$ cat src/rtl/sprite_blitter.sv
// rtl/sprite_blitter.sv - copies one sprite from a synchronous ROM onto the VGA framebuffer
// Walks ROM addresses row-major; one pipeline stage aligns row/col with the ROM data.
module sprite_blitter #(
  parameter int SPRITE_W = 40,
  parameter int SPRITE_H = 40,
  parameter int SCREEN_W = 160,
  parameter int SCREEN_H = 120,
  parameter logic [2:0] TRANSPARENT = 3'b000
) (
  input  logic        clk,
  input  logic        reset,
  input  logic        start,
  input  logic [7:0]  originX,
  input  logic [6:0]  originY,
  output logic [10:0] spriteAddress,
  input  logic [2:0]  spriteColour,
  output logic [7:0]  x,
  output logic [6:0]  y,
  output logic [2:0]  colour,
  output logic        plot,
  output logic        busy,
  output logic        done
);

  localparam logic [10:0] LAST_ADDR = 11'(SPRITE_W * SPRITE_H - 1);
  localparam logic [5:0]  LAST_COL  = 6'(SPRITE_W - 1);

  typedef enum logic [1:0] {IDLE, READ, FLUSH, DONE} state_t;

  state_t      state, state_next;
  logic [7:0]  ox;
  logic [6:0]  oy;
  logic [5:0]  row, col;
  logic [10:0] addr;
  logic        pv;
  logic [5:0]  prow, pcol;
  logic [7:0]  x_q;
  logic [6:0]  y_q;
  logic [2:0]  colour_q;
  logic [8:0]  sum_x, sum_y;
  logic        last_addr;

  assign last_addr     = (addr == LAST_ADDR);
  assign spriteAddress = addr;

  always_ff @(posedge clk) begin
    if (reset) state <= IDLE;
    else       state <= state_next;
  end

  always_comb begin
    state_next = state;
    busy       = 1'b0;
    done       = 1'b0;
    case (state)
      IDLE: if (start) state_next = READ;
      READ: begin
        busy = 1'b1;
        if (last_addr) state_next = FLUSH;
      end
      FLUSH: begin
        busy       = 1'b1;
        state_next = DONE;
      end
      DONE: begin
        done       = 1'b1;
        state_next = IDLE;
      end
      default: state_next = IDLE;
    endcase
  end

  // 9-bit sums so a wrapped coordinate can never land back on screen
  assign sum_x = {1'b0, ox} + {3'b000, pcol};
  assign sum_y = {2'b00, oy} + {3'b000, prow};

  assign plot   = pv && (spriteColour != TRANSPARENT) &&
                  (sum_x < 9'(SCREEN_W)) && (sum_y < 9'(SCREEN_H));
  assign x      = plot ? sum_x[7:0]   : x_q;
  assign y      = plot ? sum_y[6:0]   : y_q;
  assign colour = plot ? spriteColour : colour_q;

  always_ff @(posedge clk) begin
    if (reset) begin
      ox       <= '0;
      oy       <= '0;
      row      <= '0;
      col      <= '0;
      addr     <= '0;
      pv       <= 1'b0;
      prow     <= '0;
      pcol     <= '0;
      x_q      <= '0;
      y_q      <= '0;
      colour_q <= '0;
    end else begin
      pv   <= (state == READ);
      prow <= row;
      pcol <= col;
      if (state == IDLE && start) begin
        ox   <= originX;
        oy   <= originY;
        row  <= '0;
        col  <= '0;
        addr <= '0;
      end else if (state == READ && !last_addr) begin
        addr <= addr + 11'd1;
        if (col == LAST_COL) begin
          col <= '0;
          row <= row + 6'd1;
        end else begin
          col <= col + 6'd1;
        end
      end
      if (plot) begin
        x_q      <= sum_x[7:0];
        y_q      <= sum_y[6:0];
        colour_q <= spriteColour;
      end
    end
  end

endmodule

$ cat config.mk
export PLATFORM = sky130hd
export DESIGN_NAME = sprite_blitter
export DESIGN_NICKNAME = d
export VERILOG_FILES = /design/src/rtl/sprite_blitter.sv
export SDC_FILE = /design/constraint.sdc
export NUM_CORES = 1
export LEC_CHECK = 0
export ABC_AREA = 1
export BUFFER_PORTS_ARGS = -buffer_cell sky130_fd_sc_hd__buf_2
export CORE_ASPECT_RATIO = 1.75
export CORE_UTILIZATION = 57
export DETAILED_ROUTE_END_ITERATION = 10
export PLACE_DENSITY = 0.8
export SYNTH_ARGS = -nofsm -noshare
export SYNTH_HDL_FRONTEND = slang
export SYNTH_SLANG_ARGS = --single-unit
export TNS_END_PERCENT = 20
$ cat constraint.sdc
create_clock -name clk -period 3.49 [get_ports clk]
set_input_delay 0.698 -clock clk [delete_from_list [all_inputs] [get_ports clk]]
set_output_delay 0.698 -clock clk [all_outputs]
set_load 0.05 [all_outputs]
==> results of run 1 <==
==> synth_stat cells, types with 2 or more instances <==
cell      number  area share
ha_1          20       0.068
nand2_1      123        0.13
nor2_2         9       0.015
a211oi_1       6       0.012
nand3b_1       3      0.0061
buf_2          3      0.0041
inv_1        101        0.10
nor4_1         3      0.0051
clkinv_1       2      0.0021
o21ai_0        9       0.012
dfxtp_1       71        0.39
nor2_1        44       0.045
fa_1           2       0.011
nand2_2       18       0.031
nor3_1        10       0.014
clkbuf_1       9      0.0092
nand4_1        6       0.010
nand3_1       34       0.046
xor2_1         8       0.019
a21oi_1       31       0.042
==> flip-flops by register name, summed over array words and instances, names as in the netlist, 7 cells and up <==
register and flops:
x_q 8, oy 7, y_q 7, ox 8, spriteAddress 11
==> timing repair <==
action	4_1_cts	5_1_grt
hold buffers	0	0
cloned	0	2
pin swaps	2	4
buffers inserted	3	3
setup endpoints to repair	19	18
endpoints found under the hold margin	0	0
gates resized for setup	0	46
==> path summary, 6_finish.rpt <==
check	startpoint	cells past startpoint	slack, ns	endpoint
hold reg to reg	row[5]$_SDFFE_PP0P_	2	0.45	prow[5]$_SDFF_PP0_
setup reg to reg	spriteAddress[1]$_SDFFE_PP0P_	11	0.96	col[5]$_SDFFE_PP0P_
setup / recovery	oy[0]$_SDFFE_PP0P_	17	0.06	y[3]
hold / removal	row[5]$_SDFFE_PP0P_	2	0.45	prow[5]$_SDFF_PP0_
==> power by group through the flow <==
stage	clock [mW]	sequential [mW]	combinational, mW
final	0.693	0.974	1.24
after CTS	0.707	0.975	1.16
after floorplan	0	0.995	0.919
after detailed placement	0	0.993	1.15
after global routing	0.737	0.987	1.36
after global placement	0	0.987	1.12
==> cell families (layout without fill, tap and decap cells) <==
| family | after synthesis | count (layout) |
|---|---|---|
| fa+ha+maj | 22 | 22 |
| simple gates | 255 | 256 |
| flops | 71 | 71 |
| buf+inv | 117 | 182 |
| xor+xnor | 9 | 9 |
| compound gates | 50 | 50 |
==> through the flow <==
step           setup slack [ns]  setup TNS (ns)   util  hold WS [ns]
2_1_floorplan             0.522               0      -         0.428
3_3_place_gp              0.282               0  0.645         0.437
3_5_place_dp              0.214               0  0.645         0.437
4_1_cts                  0.0216               0  0.682         0.448
5_1_grt                 -0.0384          -0.223  0.704         0.486
6_report                 0.0608               0  0.704         0.447
==> area by class of cell <==
cell class | instances | area [sq um]
Clock buffer | 13 | 169
Clock inverter | 3 | 40.0
Fill cell | 534 | 1830
Inverter | 103 | 387
Multi-Input combinational cell | 337 | 1820
Sequential cell | 71 | 1420
Tap cell | 80 | 100
Timing Repair Buffer | 63 | 413
==> worst max-delay path, cell delays in order (launching register included) <==
cell,delay [ns]
dfxtp_1,0.34
ha_2,0.19
inv_1,0.05
fa_2,0.35
inv_2,0.07
nand3_2,0.08
nand3b_1,0.11
nand2_1,0.07
nor2_1,0.08
nand2_1,0.08
nor2_2,0.19
nor2_4,0.06
buf_12,0.15
nand2_4,0.15
nand2_1,0.08
nand2_1,0.09
inv_1,0.04
buf_4,0.18
==> metal layers <==
metal  wire length, microns  part of all wire
met1                   2970              0.38
met2                   4230              0.55
met3                    265             0.034
met4                    259             0.034
met5                      0                 0
==> cell usage in the layout, fill, tap and decap left out, drive strengths merged, types with 2 or more instances in the layout <==
cell type    n
nand3b       3
o21ai       10
a21oi       32
nand4        6
a211oi       6
dfxtp       71
inv        101
xor2         8
nor2        54
nand3       34
clkinv       4
nand2      143
ha          20
fa           2
nor3        10
buf         63
clkbuf      13
nor4         3
==> impl_metrics.json, run 1 <==
{
  "rows": 38,
  "clkTransAtPathRegs_ns": 0.07,
  "hold_viol_final": 0,
  "crit_path_end_kind": "primary output",
  "slew_violations": 0,
  "netlist-cell-type-count": 32,
  "placed_area_sq_um": 3990,
  "grt.total_usage": 0.244,
  "synth_edf_count": 0,
  "gp_congestion": 0.804,
  "fp.dieH_microns": 108,
  "grt_max_degree": 49,
  "grt_most_used_layer": "met2",
  "drtIter0Drc": 161,
  "maxCapViolCount": 0,
  "relSlewSlack": 0.640,
  "hpwlAfterDp_microns": 5390,
  "ys.flop_type": "dfxtp_1",
  "critPathLaunchType": "flip-flop",
  "pwr-share-comb": 0.427,
  "drive_above_1_share": 0.195,
  "vias": 3369,
  "postLayoutCellArea_sq_um": 4350,
  "fin_crit_ns": 3.43,
  "root_buffer": "clkbuf_8",
  "grt_remaining_overflow": 0,
  "synth-simple-area-share": 0.311,
  "dp.cells": 646,
  "synth_fp_nets": 567,
  "avgSynthCellArea_sq_um": 6.99,
  "io_buffers": 52,
  "ys.warnings.count": 0,
  "routed_wl_microns": 7720,
  "switching_power_mw": 1.24,
  "ant_nets": 0,
  "synthMuxAreaShare": 0,
  "hp-class": "flip-flop to flip-flop",
  "switching_share": 0.425,
  "p_clk_frac": 0.238,
  "die_x_microns": 62.6,
  "drt_first_pass_iters": 5,
  "status": "finished clean",
  "async_reset_ff_frac": 0,
  "power.density_nw_per_um2": 669,
  "timing.fmax_ghz": 0.292,
  "grt_pass1_vias": 3148,
  "cts_tree": "done",
  "fin_cells": 670,
  "antenna_found_initial": 0,
  "grt_pass1_wl_microns": 13000,
  "core_area_sq_um": 6180,
  "worst_pin_slew_ns": 0.540,
  "fin_skew_ns": 0.00813,
  "die_area_sq_um": 6760,
  "synth-seq-area-share": 0.388,
  "cp_max_fo": 9,
  "grt_use_met2": 0.470,
  "synthesis.area_sq_um": 3660,
  "synthAdderAreaFrac": 0.0793,
  "ir_drop_v": 0.000436,
  "postSynthCellCount": 524,
  "cts.sinks": 71,
  "use_met1": 0.243,
  "power_frac_seq": 0.335,
  "cts_buffer_depth": 2,
  "synth_top_family_by_area": "simple AND/OR/NAND/NOR gates",
  "numCtsBuffers": 9,
  "nets": 628,
  "ios": 53,
  "area_growth_syn_to_layout_pct": 18.8,
  "htree_num_levels": 3,
  "post-route-drc-count": 0,
  "synthXorXnorAreaFrac": 0.0215,
  "synth_compound_area_frac": 0.0765,
  "fin_total_pwr_mw": 2.91,
  "p_leak_nw": 2.16,
  "cp.arrival_ns": 2.73,
  "finalCritPeriodShare": 0.983,
  "critPathRequiredTime_ns": 2.79,
  "met3_usage": 0.0422,
  "clk_latency_ns": 0.36,
  "p_int_mw": 1.67,
  "antennaDiodeCount": 0,
  "ys_ff_latch": 71,
  "initial_core_util": 0.593,
  "via_per_inst": 5.03,
  "setup_viol": 0,
  "crit_type": "flip-flop to primary output",
  "wl_per_cell_microns": 11.5
}
Note: power is estimated with default switching activity, not from simulation.
==> run 2, diff against run 1 <==
CORE_UTILIZATION = 35   (was 57)
PLACE_DENSITY = unset   (was 0.8)
==> run 2 against run 1 <==
  * Global-route usage down 8.9 points
  * Sequential share of layout area is 1.5 points lower
  * Die area rose by 61%
  * Highest routed layer unchanged
  * Critical path type unchanged
  * Largest cell class unchanged
  * Clock skew shrank 0.00070 ns
==> impl_metrics.json, run 2 (synthesized netlist as in run 1, its figures left out) <==
{
  "crit_chain": "ha_2, inv_1, fa_2, inv_1, nand3_1, nand3b_1, nand2_1, nor2_1, nand2_1, nor2_2, nor2_4, buf_12, buf_4, nand3_1, nand2_2, inv_1, buf_4",
  "hpwlAfterDp_microns": 5830,
  "clk_latency_ns": 0.33,
  "slowest_stage": "dfxtp_1",
  "antennaDiodeCount": 0,
  "hp-class": "flip-flop to flip-flop",
  "clkTransAtPathRegs_ns": 0.06,
  "worst_pin_slew_ns": 0.580,
  "routed_wl_microns": 7760,
  "worst_path_largest_cell_delay_ns": 0.34,
  "initial_core_util": 0.358,
  "numCtsBuffers": 9,
  "mostFrequentLayoutCells": "123 x nand2_1, 101 x inv_1, 71 x dfxtp_1",
  "setup_viol": 0,
  "fin_crit_ns": 3.31,
  "drtIter0Drc": 114,
  "crit_path_end_kind": "primary output",
  "via_per_inst": 4.44,
  "maxCapViolCount": 0,
  "gp_congestion": 0.782,
  "fin_total_pwr_mw": 3.22,
  "cts.sinks": 71,
  "critPathRequiredTime_ns": 2.79,
  "status": "finished clean",
  "crit_top_cell": "inv_1",
  "grt_pass1_vias": 3006,
  "rsz0062_at_grt": "no",
  "crit_family": "simple AND/OR/NAND/NOR gates",
  "power.density_nw_per_um2": 706,
  "nets": 627,
  "whs_path_depth": 2,
  "finalCritPeriodShare": 0.949,
  "fillers": 1048,
  "r2r-start": "spriteAddress[1]$_SDFFE_PP0P_",
  "final_common_cell": "nand2_1",
  "cp.arrival_ns": 2.61,
  "fin_skew_ns": 0.00743,
  "drive_above_1_share": 0.195,
  "slew_violations": 0,
  "vias": 3176,
  "cp_max_fo": 5,
  "grt_remaining_overflow": 0,
  "ios": 53,
  "die_x_microns": 79.3,
  "reg2regPathDepth": 11,
  "io_buffers": 52,
  "hold_start": "row[5]$_SDFFE_PP0P_",
  "rows": 49,
  "cts_buffer_depth": 2,
  "relSlewSlack": 0.613,
  "postLayoutCellArea_sq_um": 4570,
  "placed_area_sq_um": 4040,
  "htree_num_levels": 3,
  "post-route-drc-count": 0,
  "min_to": "prow[5]$_SDFF_PP0_",
  "critPathLaunchType": "flip-flop",
  "antenna_found_initial": 0,
  "largest_reg_flops": 11,
  "grt_pass1_wl_microns": 13100,
  "fp.dieH_microns": 137,
  "setup_tns_ns": 0,
  "root_buffer": "clkbuf_16",
  "grt_max_degree": 50,
  "drt_first_pass_iters": 4,
  "die_area_sq_um": 10900,
  "holdBufCountCts": 0,
  "ant_nets": 0,
  "cts_tree": "done",
  "p_leak_nw": 2.22,
  "grt.total_usage": 0.155,
  "r2r_end": "col[4]$_SDFFE_PP0P_",
  "hold_viol_final": 0,
  "wl_per_cell_microns": 10.8,
  "ir_drop_v": 0.000416,
  "crit_type": "flip-flop to primary output",
  "regToRegSetupSlack_ns": 0.95,
  "core_area_sq_um": 10200,
  "critical_path_buf_inv_count": 6,
  "area_growth_syn_to_layout_pct": 24.7,
  "timing.fmax_ghz": 0.302
}
==> run 2: cell count changes in the layout (fill, tap and decap cells not counted), sizes merged <==
cell | previous run | this run
clkbuf | 13 | 10
buf | 63 | 61
clkinv | 4 | 6
bufinv | 1 | 2
inv | 101 | 102
==> run 2: stage by stage <==
stage	hold slack, ns	utilization	setup slack (ns)	std cells
6_report	0.456	0.446	0.178	716
5_1_grt	0.487	0.446	0.00306	716
4_1_cts	0.460	0.428	0.0137	711
3_5_place_dp	0.451	0.395	0.188	693
3_3_place_gp	0.437	0.395	0.243	693
2_1_floorplan	0.428	-	0.522	524
==> run 2: final cells by class <==
cell class              instances  area [sq um]  share of cell area
clock buffers                   9           225              0.0493
clock inverters                 7          96.3              0.0211
inverters                     103           387              0.0847
multi-input cells             337          1830               0.401
flip-flops and latches         71          1420               0.311
well taps                     127           159              0.0348
repair buffers                 62           447              0.0978
==> run 2: worst max path at each step <==
stage                             startpoint  endpoint  slack [ns]  cells past startpoint
after global routing      oy[0]$_SDFFE_PP0P_      y[1]       0.003                     17
after detailed placement  oy[0]$_SDFFE_PP0P_      y[6]        0.19                     17
after CTS                 ox[0]$_SDFFE_PP0P_      y[6]        0.01                     14
after floorplan           ox[0]$_SDFFE_PP0P_      x[0]        0.52                     14
final                     oy[0]$_SDFFE_PP0P_      x[0]        0.18                     17
after global placement    oy[0]$_SDFFE_PP0P_      y[6]        0.24                     17
==> run 2: power breakdown <==
part / switching (mW) / internal (mW)
Clock: 0.355 / 0.628
Combinational: 0.872 / 0.391
Sequential: 0.0562 / 0.921
==> run 2: routing by layer <==
layer  wire length, microns  vias up  GRT usage
li1                       -     1730          -
met4                    112        0     0.0515
met3                    285        6     0.0430
met1                   3190     1394      0.158
met2                   4170       46      0.297
met5                      0        -          0
==> run 2: worst register-to-register path, cell delays in order, from the launching register on <==
cell     delay [ns]
dfxtp_1        0.38
ha_1           0.22
inv_1          0.07
nor3_1         0.30
nand4_1        0.13
nand2_1        0.31
inv_1          0.30
nand2_1        0.36
nand2_1        0.17
inv_1          0.11
nand2_1        0.06
nor2_1         0.09
==> run 2: repair_timing <==
item,CTS,global route
hold endpoints to repair,0,0
gates cloned,0,2
resized for setup,0,54
setup endpoints to repair,19,19
pin swaps,1,3
setup buffers,2,3
